### src/rtl/execute_unit.sv
// Multi-cycle execute stage: single-cycle ALU ops plus iterative shifts and
// shift-add multiply, writing one result per accepted op to the register file.
module execute_unit #(
  parameter int unsigned WIDTH = 16
) (
  input  logic             clk,
  input  logic             rst,
  input  logic             start,
  input  logic [3:0]       op,
  input  logic [3:0]       dest,
  input  logic [WIDTH-1:0] A,
  input  logic [WIDTH-1:0] B,
  output logic [WIDTH-1:0] D,
  output logic [3:0]       DA,
  output logic             RW,
  output logic             busy,
  output logic             done,
  output logic             Z,
  output logic             N,
  output logic             C,
  output logic             V
);

  localparam int unsigned CNT_W = $clog2(WIDTH + 1);

  localparam logic [3:0] OP_MOVA = 4'h0;
  localparam logic [3:0] OP_INC  = 4'h1;
  localparam logic [3:0] OP_ADD  = 4'h2;
  localparam logic [3:0] OP_SUB  = 4'h3;
  localparam logic [3:0] OP_DEC  = 4'h4;
  localparam logic [3:0] OP_AND  = 4'h5;
  localparam logic [3:0] OP_OR   = 4'h6;
  localparam logic [3:0] OP_XOR  = 4'h7;
  localparam logic [3:0] OP_NOT  = 4'h8;
  localparam logic [3:0] OP_MOVB = 4'h9;
  localparam logic [3:0] OP_SHR  = 4'hA;
  localparam logic [3:0] OP_SHL  = 4'hB;
  localparam logic [3:0] OP_MUL  = 4'hC;

  typedef enum logic [1:0] {
    S_IDLE = 2'd0,
    S_RUN  = 2'd1,
    S_WB   = 2'd2
  } state_t;

  state_t r_state;
  state_t w_next_state;

  logic [3:0]       r_op;
  logic [3:0]       r_dest;
  logic [WIDTH-1:0] r_a;
  logic [WIDTH-1:0] r_b;
  logic [WIDTH-1:0] r_hi;
  logic [CNT_W-1:0] r_cnt;

  logic             w_start_run;
  logic             w_reserved;
  logic [WIDTH-1:0] w_addend;
  logic             w_cin;
  logic [WIDTH:0]   w_sum;
  logic             w_add_v;
  logic [WIDTH-1:0] w_alu_res;
  logic             w_alu_c;
  logic             w_alu_v;

  logic [WIDTH-1:0] w_sh_res;
  logic             w_sh_out;
  logic [WIDTH:0]   w_mul_sum;
  logic [WIDTH-1:0] w_mul_hi;
  logic [WIDTH-1:0] w_mul_lo;
  logic             w_last;
  logic [WIDTH-1:0] w_run_res;
  logic             w_run_c;
  logic             w_run_v;

  assign w_reserved  = (op > OP_MUL);
  assign w_start_run = (op == OP_MUL) ||
                       (((op == OP_SHR) || (op == OP_SHL)) && (B[3:0] != 4'd0));

  // Single-cycle result straight from the operand inputs at capture
  always_comb begin
    w_addend  = B;
    w_cin     = 1'b0;
    w_alu_res = A;
    w_alu_c   = 1'b0;
    w_alu_v   = 1'b0;
    case (op)
      OP_INC:  w_addend = WIDTH'(1);
      OP_SUB:  begin w_addend = ~B; w_cin = 1'b1; end
      OP_DEC:  w_addend = '1;
      default: w_addend = B;
    endcase
    w_sum   = {1'b0, A} + {1'b0, w_addend} + (WIDTH + 1)'(w_cin);
    w_add_v = (A[WIDTH-1] == w_addend[WIDTH-1]) && (w_sum[WIDTH-1] != A[WIDTH-1]);
    case (op)
      OP_MOVA: w_alu_res = A;
      OP_INC, OP_ADD, OP_SUB, OP_DEC: begin
        w_alu_res = w_sum[WIDTH-1:0];
        w_alu_c   = w_sum[WIDTH];
        w_alu_v   = w_add_v;
      end
      OP_AND:  w_alu_res = A & B;
      OP_OR:   w_alu_res = A | B;
      OP_XOR:  w_alu_res = A ^ B;
      OP_NOT:  w_alu_res = ~A;
      OP_MOVB: w_alu_res = B;
      default: w_alu_res = A;
    endcase
  end

  // One iteration step; on the final step its outputs are the written result
  always_comb begin
    w_sh_res  = (r_op == OP_SHR) ? (r_a >> 1) : (r_a << 1);
    w_sh_out  = (r_op == OP_SHR) ? r_a[0] : r_a[WIDTH-1];
    w_mul_sum = {1'b0, r_hi} + (r_b[0] ? {1'b0, r_a} : '0);
    w_mul_hi  = w_mul_sum[WIDTH:1];
    w_mul_lo  = {w_mul_sum[0], r_b[WIDTH-1:1]};
    w_last    = (r_cnt == CNT_W'(1));
    if (r_op == OP_MUL) begin
      w_run_res = w_mul_lo;
      w_run_c   = |w_mul_hi;
      w_run_v   = |w_mul_hi;
    end else begin
      w_run_res = w_sh_res;
      w_run_c   = w_sh_out;
      w_run_v   = 1'b0;
    end
  end

  always_ff @(posedge clk or posedge rst) begin
    if (rst) r_state <= S_IDLE;
    else     r_state <= w_next_state;
  end

  always_comb begin
    w_next_state = r_state;
    case (r_state)
      S_IDLE:  if (start) w_next_state = w_start_run ? S_RUN : S_WB;
      S_RUN:   if (w_last) w_next_state = S_WB;
      S_WB:    w_next_state = S_IDLE;
      default: w_next_state = S_IDLE;
    endcase
  end

  // Operand capture, iteration registers and registered write-port/flag outputs
  always_ff @(posedge clk or posedge rst) begin
    if (rst) begin
      r_op   <= '0;
      r_dest <= '0;
      r_a    <= '0;
      r_b    <= '0;
      r_hi   <= '0;
      r_cnt  <= '0;
      D      <= '0;
      DA     <= '0;
      RW     <= 1'b0;
      busy   <= 1'b0;
      done   <= 1'b0;
      Z      <= 1'b0;
      N      <= 1'b0;
      C      <= 1'b0;
      V      <= 1'b0;
    end else begin
      RW   <= 1'b0;
      done <= 1'b0;
      busy <= (w_next_state != S_IDLE);
      case (r_state)
        S_IDLE: begin
          if (start) begin
            r_op   <= op;
            r_dest <= dest;
            r_a    <= A;
            r_b    <= B;
            r_hi   <= '0;
            r_cnt  <= (op == OP_MUL) ? CNT_W'(WIDTH) : CNT_W'(B[3:0]);
            if (!w_start_run) begin
              done <= 1'b1;
              DA   <= dest;
              if (!w_reserved) begin
                RW <= 1'b1;
                D  <= w_alu_res;
                Z  <= (w_alu_res == '0);
                N  <= w_alu_res[WIDTH-1];
                C  <= w_alu_c;
                V  <= w_alu_v;
              end
            end
          end
        end
        S_RUN: begin
          r_cnt <= r_cnt - CNT_W'(1);
          if (r_op == OP_MUL) begin
            r_hi <= w_mul_hi;
            r_b  <= w_mul_lo;
          end else begin
            r_a <= w_sh_res;
          end
          if (w_last) begin
            done <= 1'b1;
            RW   <= 1'b1;
            DA   <= r_dest;
            D    <= w_run_res;
            Z    <= (w_run_res == '0);
            N    <= w_run_res[WIDTH-1];
            C    <= w_run_c;
            V    <= w_run_v;
          end
        end
        default: ;
      endcase
    end
  end

endmodule

### config.mk
export PLATFORM = sky130hd
export DESIGN_NAME = execute_unit
export DESIGN_NICKNAME = d
export VERILOG_FILES = /design/src/rtl/execute_unit.sv
export SDC_FILE = /design/constraint.sdc
export NUM_CORES = 1
export LEC_CHECK = 0
export CORE_MARGIN = 5
export CORE_UTILIZATION = 54
export CTS_CLUSTER_SIZE = 28
export DETAILED_ROUTE_END_ITERATION = 10
export GPL_TIMING_DRIVEN = 0
export PLACE_DENSITY = 0.83
export SYNTH_ARGS = -nofsm -noshare
export SYNTH_HDL_FRONTEND = slang
export SYNTH_SLANG_ARGS = --single-unit
### constraint.sdc
create_clock -name clk -period 2.72 [get_ports clk]
set_input_delay 0.272 -clock clk [delete_from_list [all_inputs] [get_ports clk]]
set_output_delay 0.272 -clock clk [all_outputs]
set_load 0.01 [all_outputs]
After elaboration in Yosys (flattened, before gate mapping)

Index checks and enable logic that the tools add are counted.

Eq/ne operators: 24
Mux-type cells: 64
Reduce and logical (&&, ||, !) cells: 18
Bitwise logic cells: 5
Add/subtract/negate cells: 4
Order comparisons: 1

Operators by type and width:

| cell                 | number |
|---|---|
| $mux W16             | 13 |
| $pmux W16 S2         | 4 |
| $pmux W16 S6         | 1 |
| $pmux W16 S3         | 1 |
| $add A16 B16 Y17     | 2 |
| $logic_not A16 Y1    | 2 |
| $not A16 Y16         | 2 |
| $eq A4 B4 Y1 const B | 7 |
| $mux W1              | 28 |
| $add A17 B1 Y17      | 1 |
| $and A16 B16 Y16     | 1 |
| $eq A4 B3 Y1 const B | 4 |
| $or A16 B16 Y16      | 1 |
| $reduce_or A16 Y1    | 1 |
| $xor A16 B16 Y16     | 1 |
| $mux W4              | 3 |
| $ne A2 B2 Y1 const B | 6 |
| $pmux W1 S2          | 6 |
| $mux W5              | 2 |
| $pmux W5 S2          | 1 |
| $eq A4 B2 Y1 const B | 2 |
| $pmux W4 S2          | 1 |
| $mux W2              | 3 |
| $reduce_and A3 Y1    | 2 |
| other kinds (17)     | 21 |

Bits of input ports: 43
Register bits: 90
Word-level logic and storage cells: 132
Output and inout bits: 27

Logic depth before layout (Yosys ltp)

Gate-level depths: netlist (run 1).

Depth in word-level cells: 11
Depth in mapped cells: 19

Worst setup path before layout (run 1)

No wires, ideal clock.

Path type: input to register
Start: in op[1]
End: reg Z
Path slack: -0.832 ns
Path buffers: 4
Arrival time: 3.486 ns
Cell stages on the path: 17
Cell sequence: buf_4 -> buf_4 -> buf_2 -> nand3_1 -> clkbuf_1 -> fa_1 -> inv_1 -> fa_1 -> a211oi_1 -> o21ai_0 -> a2111oi_0 -> o211ai_1 -> nand3_1 -> o21ai_0 -> nor4_1 -> nand4_1 -> nand2_1

Longest elaborated chain between the ends: 10
Elaborated cells on any way between the ends: 30
Those cells by class: add/sub: 2; order compare: 1; eq/ne: 14; mux: 7; reduce/logical: 6

RTL lines:

| item                                 | line   | source |
|---|---|---|
| start, declared                      | 9      | `input logic [3:0] op,` |
| $eq A4 B3 Y1 (tied with other cells) | 87, 95 |  |
| $pmux W16 S3                         | 87     | `case (op)` |
| $add A16 B16 Y17                     | 93     | `w_sum = {1'b0, A} + {1'b0, w_addend} + (WIDTH + 1)'(w_cin);` |
| $add A17 B1 Y17                      | 93     |  |
| $pmux W16 S6                         | 95     | `case (op)` |
| $logic_not A16 Y1                    | 182    | `Z <= (w_alu_res == '0);` |
| $mux W1                              | 179    | `if (!w_reserved) begin` |
| $mux W1                              | 176    | `if (!w_start_run) begin` |
| $mux W1                              | 169    | `if (start) begin` |
| $pmux W1 S2                          | 167    | `case (r_state)` |
| end signal, assigned                 | 182    |  |
| end signal, assigned                 | 203    | `Z <= (w_run_res == '0);` |
| end, declared                        | 18     | `output logic Z,` |

Parallel ways exist; a longest one is shown, timed or not. The select of a mux whose other input is x is not followed.
A chain may end at the register's enable or synchronous reset.

Worst setup path in the final report (run 1)

Start: reg r_a[0]
End: reg C

Longest elaborated chain between the ends: 6
Elaborated cells on any way between the ends: 7
Those cells by class: add/sub: 1; mux: 5; reduce/logical: 1

RTL lines:

| item                   | line | source |
|---|---|---|
| start, declared        | 51   | `logic [WIDTH-1:0] r_a;` |
| start signal, assigned | 196  | `r_a <= w_sh_res;` |
| $mux W16               | 115  | `w_mul_sum = {1'b0, r_hi} + (r_b[0] ? {1'b0, r_a} : '0);` |
| $add A16 B16 Y17       | 115  |  |
| $reduce_or A16 Y1      | 121  | `w_run_c = \|w_mul_hi;` |
| $mux W1 *              | 119  | `if (r_op == OP_MUL) begin` |
| $mux W1 *              | 198  | `if (w_last) begin` |
| $pmux W1 S2 *          | 167  |  |
| end signal, assigned   | 184  | `C <= w_alu_c;` |
| end signal, assigned   | 205  | `C <= w_run_c;` |
| end, declared          | 20   | `output logic C,` |

Mark *: on every way between the ends. The rest lies on a longest branch, timed or not. The select of a mux whose other input is x is not followed.

==> results of run 1 <==
[state kept, by name, summed over array words and instances (netlist names), 2 cells and up]
| name | count |
|---|---|
| r_a | 16 |
| r_b | 16 |
| r_hi | 16 |
| DA | 4 |
| D | 16 |
| r_state | 2 |
| r_cnt | 5 |
| r_op | 4 |
| r_dest | 4 |
[synthesized netlist by cell type (11+ instances only)]
cell	instances	share of area, %
a211oi_1	13	1.2
a21o_1	16	1.5
a21oi_1	90	5.7
a31oi_1	11	0.87
and2_1	20	1.6
clkbuf_1	37	1.8
dfrtp_1	89	28
ha_1	65	10
inv_1	53	2.5
mux2i_1	27	3.4
nand2_1	143	6.8
nand3_1	29	1.8
nor2_1	92	4.4
o211ai_1	25	2.4
o21ai_0	111	7.1
xnor2_1	14	1.6
xor2_1	11	1.2
[cell usage in the layout, fill, tap and decap left out, types with 7 or more instances in the layout]
cell               n
and2_1            18
clkdlybuf4s50_1   63
o21ai_1           17
a21oi_1           79
a211oi_2           7
nand2b_1           8
mux2i_1           26
o211ai_1          25
nor3_1             7
buf_4             44
xor2_1            10
a31oi_1            7
a22oi_1            9
a221oi_1           7
dfrtp_1           88
a21oi_2            9
o21ai_0           86
nor2_1            84
o22ai_1            8
o21ai_2           10
a21o_1            16
clkbuf_16         11
nand3_1           25
nand2_1          140
clkbuf_1          28
ha_1              55
xnor2_1           14
o31ai_1            8
inv_1             49
nand4_1            7
buf_6             16
[area by class of cell]
| class | instances | share of cell area, % |
|---|---|---|
| inverter | 54 | 2.07 |
| buffer | 56 | 3.89 |
| clock inverter | 7 | 0.694 |
| timing repair buffer | 121 | 11.3 |
| clock buffer | 9 | 2.19 |
| sequential | 89 | 21.7 |
| multi-input combinational | 823 | 56.0 |
| tap | 184 | 2.24 |
[cell families (layout without fill, tap and decap cells)]
| family | after synthesis | count (layout) | share of synthesized area (%) |
|---|---|---|---|
| DFF | 89 | 89 | 28.3 |
| muxes | 28 | 28 | 3.72 |
| adders and majority gates | 68 | 68 | 11.1 |
| buffers and inverters | 114 | 247 | 6.08 |
| xor gates and xnor gates | 25 | 25 | 2.78 |
| AOI/OAI and AO/OA | 355 | 355 | 28.1 |
| and+or+nand+nor | 347 | 347 | 20.0 |
[layer usage]
layer | vias up | global-route usage [%] | part of all wire (%)
li1 | 3930 | - | -
met1 | 4051 | 38.8 | 38
met2 | 527 | 54.4 | 48
met3 | 130 | 5.28 | 8.0
met4 | 0 | 18.2 | 5.8
met5 | - | 0 | 0
[power groups by stage]
stage	Sequential [mW]	Clock [mW]	Combinational [mW]
final	2.26	1.24	3.80
after global placement	2.24	0	3.25
after floorplan	2.22	0	2.09
after detailed placement	2.26	0	3.33
after global routing	2.31	1.30	4.12
after CTS	2.24	1.25	3.57
[critical path: cells and delay by family, from the launching register on]
family                   cells  cell delay [ns]
XOR/XNOR                     1             0.29
flip-flops                   1             0.45
adder cells (fa/ha/maj)      2             0.54
AND/OR/NAND/NOR              4             0.80
AO/OA/AOI/OAI                5             0.99
[per-stage QoR]
stage,worst slack [ns],area (um2),hold WS [ns],setup TNS [ns],power [mW]
after detailed placement,-1.73,9040,0.457,-26.16,5.58
after global routing,-0.557,10300,0.201,-5.94,7.74
after CTS,-0.339,10000,0.185,-3.03,7.06
after global placement,-1.69,9010,0.461,-125.53,5.49
after floorplan,-0.382,8100,0.377,-2.11,4.31
final,-0.456,10300,0.196,-4.73,7.30
[worst paths after layout]
check	startpoint	endpoint	slack, ns	cells after the start
setup reg to reg	r_a[0]$_DFFE_PP0P_	C$_DFFE_PP0P_	-0.46	12
hold reg to reg	D[8]$_DFFE_PP0P_	D[8]$_DFFE_PP0P_	0.48	2
setup / recovery	r_a[0]$_DFFE_PP0P_	C$_DFFE_PP0P_	-0.46	12
min in group clk	B[0]	r_cnt[0]$_DFFE_PP0P_	0.46	3
max in group asynchronous	rst	r_b[0]$_DFFE_PP0P_	1.90	3
hold / removal	rst	DA[1]$_DFFE_PP0P_	0.20	2
[what timing repair did]
item                                    in CTS  in global routing
gates cloned                                 1                  0
hold buffers                                 0                  0
gates resized for setup                    108                 50
pin swaps                                   45                 17
endpoints found under the setup margin      19                 19
buffers inserted                            41                 10
==> impl_metrics.yaml, run 1 <==
synthesis:
  async_reset_ff_share_pct: 100
  synth_ff_type: "dfrtp_1"
  synth_area_per_cell_um2: 7.68
  ys_types: 75
  yosysWarnings: 0
  synth_edf_count: 0
  ys_seq_area_share_pct: 28.3
  netlist_instances: 1026
  syn_nets: 1137
  ys_ff_latch: 89
  syn-cell-area_um2: 7880
min_path:
  hold_class: "input pin to async pin"
detailed_routing:
  antenna_left: 0
  vias: 8638
  dr.pass1.iters: 6
  drt_iter0_markers: 832
  wirelength_um: 28000
  drc: 0
  routedWlPerCell_um: 20.9
  viasPerCell: 6.43
floorplan:
  io_pins: 70
  die_w_um: 131
  rows: 44
  start_util_pct: 54.6
  coreArea_um2: 14400
  die_area_um2: 17100
  die_h_um: 131
power:
  clkPwrFrac_pct: 17.0
  ir_drop_uv: 326
  p_switching_mw: 3.21
  p_int_mw: 4.09
  swShare_pct: 44.0
  combPwrFrac_pct: 52.1
  power_leakage_nw: 4.48
  p_seq_share_pct: 30.9
  power_per_cell_area_nw_per_um2: 711
setup_path:
  cp_data_required_time_ns: 2.95
  slowest_delay_ns: 0.45
  crit_path_end_kind: "flip-flop"
  crit_fanout: 4
  critical_path_class: "flip-flop to flip-flop"
  worst_setup_path_start_kind: "flip-flop"
  crit_chain: "and2_4 -> ha_4 -> fa_2 -> a211oi_4 -> o21bai_1 -> a21oi_1 -> xor2_1 -> nand4_1 -> nand4b_1 -> nor3_2 -> a41oi_2 -> o22a_1"
  arrival_ns: 3.41
  slowest_stage: "dfrtp_1"
timing:
  rsz0062_at_grt: "true"
  fin_skew_ns: 0.00727
  fin_crit_sh_pct: 117
  relSlewSlack_pct: 7.68
  worst_slack_ns: -0.456
  finalMaxSlewViolations: 0
  worst_pin_slew_ns: 1.37
  hold_viol_final: 0
  period_minus_slack_ns: 3.18
  setup_violations: 15
  max_freq_ghz: 0.315
finish:
  regArea_um2: 2230
  fill_cells: 1072
  fin_nets: 1265
  drive_above_1_share_pct: 17.3
  post-route-util_pct: 71.2
  multi_input_comb_area_um2: 5750
  area_growth_syn_to_layout_pct: 30.4
  instances_no_fill: 1343
  diodes: 0
clock_network:
  cts_tree: "done"
  clk_latency_ns: 0.35
  clock-sinks: 89
  clkTransAtPathRegs_ns: 0.07
  cts_buffer_depth: 2
  htree_levels: 3
  cts-root-buf: "clkbuf_16"
  cts-buffers-inserted: 9
global_routing:
  grt_max_degree: 76
  grt_pass1_vias: 8273
  gr-total-overflow: 0
  gr-usage-all-layers_pct: 32.2
  grt_pass1_wl_um: 43000
  grt_antenna_before_repair: 0
placement:
  dp_cells: 1279
  dp_hpwl_um: 20300
  place_congestion: 0.991
  numPortBuffers: 68
status:
  violations: "setup timing"
  status: "finished with violations"
flow_run:
  max_cap_viol_count: 0
No activity file was read; power rests on OpenSTA's default activity.
==> run 2, diff against run 1 <==
--- a/config.mk
+++ b/config.mk
@@ -5,6 +5,7 @@
 export SDC_FILE = /design/constraint.sdc
 export NUM_CORES = 1
 export LEC_CHECK = 0
+export CORE_ASPECT_RATIO = 1.2
 export CORE_MARGIN = 5
 export CORE_UTILIZATION = 54
 export CTS_CLUSTER_SIZE = 28
==> run 2 against run 1 <==
  * The run still ends with setup timing left
  * Largest cell class unchanged
  * Sequential power hardly changed
  * Clock power grew 6%
  * Utilization is 1.4 points higher
  * Non-clock buffer count is 11 higher
  * Highest routed layer unchanged
==> impl_metrics.yaml, run 2 (synthesis gave the netlist of run 1 again) <==
finish:
  fill_cells: 1067
  fin_nets: 1276
  instances_no_fill: 1345
  regArea_um2: 2230
  drive_above_1_share_pct: 18.0
  layout_commonest_cell: "nand2_1"
  multi_input_comb_area_um2: 5770
  area_growth_syn_to_layout_pct: 32.2
  mostFrequentLayoutCells: "nand2_1 (139), dfrtp_1 (89), nor2_1 (87)"
  post-route-util_pct: 72.6
  diodes: 0
clock_network:
  htree_levels: 3
  ctsHoldBuffers: 0
  clkTransAtPathRegs_ns: 0.07
  clock-sinks: 89
  cts_tree: "done"
  cts_buffer_depth: 2
  cts-buffers-inserted: 9
  cts-root-buf: "clkbuf_16"
  clk_latency_ns: 0.35
setup_path:
  crit_fanout: 19
  slowest_stage: "or4b_1"
  timing.reg2reg.worst_path_depth: 13
  regToRegSetupSlack_ns: -0.29
  arrival_ns: 3.39
  critical_path_class: "input pin to flip-flop"
  worst_setup_path_start_kind: "input pin"
  r2r-start: "r_b[0]$_DFFE_PP0P_"
  r2r-end: "V$_DFFE_PP0P_"
  cp_data_required_time_ns: 3.01
  slowest_delay_ns: 0.53
  crit_path_end_kind: "flip-flop"
  crit_chain: "buf_8 -> buf_8 -> buf_4 -> buf_12 -> nor2_4 -> o21ai_2 -> fa_2 -> inv_2 -> fa_2 -> a211oi_4 -> o21ai_4 -> a2111oi_4 -> or4b_1 -> nand3_2 -> o21ai_2 -> nor4_1 -> nand4_1 -> nand2_1"
timing:
  fin_setup_tns_ns: -3.17
  rsz0062_at_grt: "true"
  fin_crit_sh_pct: 114
  worst_slack_ns: -0.381
  hold_viol_final: 0
  period_minus_slack_ns: 3.10
  finalMaxSlewViolations: 0
  setup_violations: 16
  max_freq_ghz: 0.323
  worst_pin_slew_ns: 1.21
  fin_skew_ns: 0.00743
  relSlewSlack_pct: 18.8
floorplan:
  coreArea_um2: 14400
  die_w_um: 120
  die_area_um2: 17100
  rows: 48
  start_util_pct: 54.9
  die_h_um: 142
  io_pins: 70
flow_run:
  max_cap_viol_count: 0
status:
  status: "finished with violations"
  violations: "setup timing"
detailed_routing:
  drt_iter0_markers: 840
  antenna_left: 0
  dr.pass1.iters: 5
  routedWlPerCell_um: 20.8
  drc: 0
  wirelength_um: 27900
  viasPerCell: 6.41
  vias: 8618
power:
  finalPower_mw: 7.42
  power_leakage_nw: 4.58
  ir_drop_uv: 403
  power_per_cell_area_nw_per_um2: 713
placement:
  dp_cells: 1270
  numPortBuffers: 68
  dp_hpwl_um: 20100
  place_congestion: 0.999
global_routing:
  grt_pass1_vias: 8291
  gr-usage-all-layers_pct: 31.6
  gr-total-overflow: 0
  grt_max_degree: 74
  grt_antenna_before_repair: 0
  grt_pass1_wl_um: 42800
min_path:
  hold_class: "input pin to async pin"
==> run 2: cell count changes in the layout (fill, tap and decap cells not counted), sizes merged, moves of 2 or more <==
cell	delta
clkinv	-2
buf	+15
dlymetal6s2s	+2
clkinvlp	+2
clkdlybuf4s50	-2
clkbuf	-3
==> run 2: worst max path at each step <==
stage / start / endpoint / slack (ns) / cells after the start
floorplan: op[2] / Z$_DFFE_PP0P_ / -0.38 / 18
global placement: op[1] / Z$_DFFE_PP0P_ / -1.58 / 15
detailed placement: op[1] / Z$_DFFE_PP0P_ / -1.59 / 15
CTS: op[3] / Z$_DFFE_PP0P_ / -0.31 / 19
global route: op[3] / Z$_DFFE_PP0P_ / -0.46 / 18
finish: op[3] / Z$_DFFE_PP0P_ / -0.38 / 18
==> run 2: worst max-delay path: cells and delay by family <==
kind            cells  cell delay [ns]
fa+ha+maj           2             0.66
compound gates      5             0.61
simple gates        6             1.26
buf+inv             5             0.59
==> run 2: final cells by class <==
type / instances / share of cell area (%)
well taps: 175 / 2.10
clock inverters: 7 / 0.805
plain buffers: 54 / 3.74
multi-input cells: 823 / 55.4
clock buffers: 9 / 2.16
inverters: 54 / 2.08
repair buffers: 134 / 12.3
flip-flops and latches: 89 / 21.4
==> run 2: where the power goes <==
part / internal, mW / total, mW / switching (mW)
Combinational: 1.64 / 3.88 / 2.24
Sequential: 1.83 / 2.23 / 0.402
Clock: 0.731 / 1.31 / 0.581
Total: 4.20 / 7.42 / 3.22
==> run 2: repair_timing <==
item	CTS	global route
pin swaps	62	49
gates resized for setup	100	69
setup buffers	45	21
setup endpoints to repair	21	19
cloned	0	0
==> run 2: stage by stage <==
stage / hold slack (ns) / area [um2] / worst slack, ns
3_5_place_dp: 0.462 / 9030 / -1.59
3_3_place_gp: 0.456 / 9000 / -1.58
5_1_grt: 0.236 / 10400 / -0.461
6_report: 0.203 / 10400 / -0.381
2_1_floorplan: 0.377 / 8100 / -0.382
4_1_cts: 0.201 / 9990 / -0.309
==> run 2: metal layers <==
layer | part of all wire (%) | track usage [%]
met1 | 36 | 35.9
met5 | 0 | 0
met4 | 7.7 | 20.9
met3 | 7.5 | 3.94
met2 | 49 | 55.7
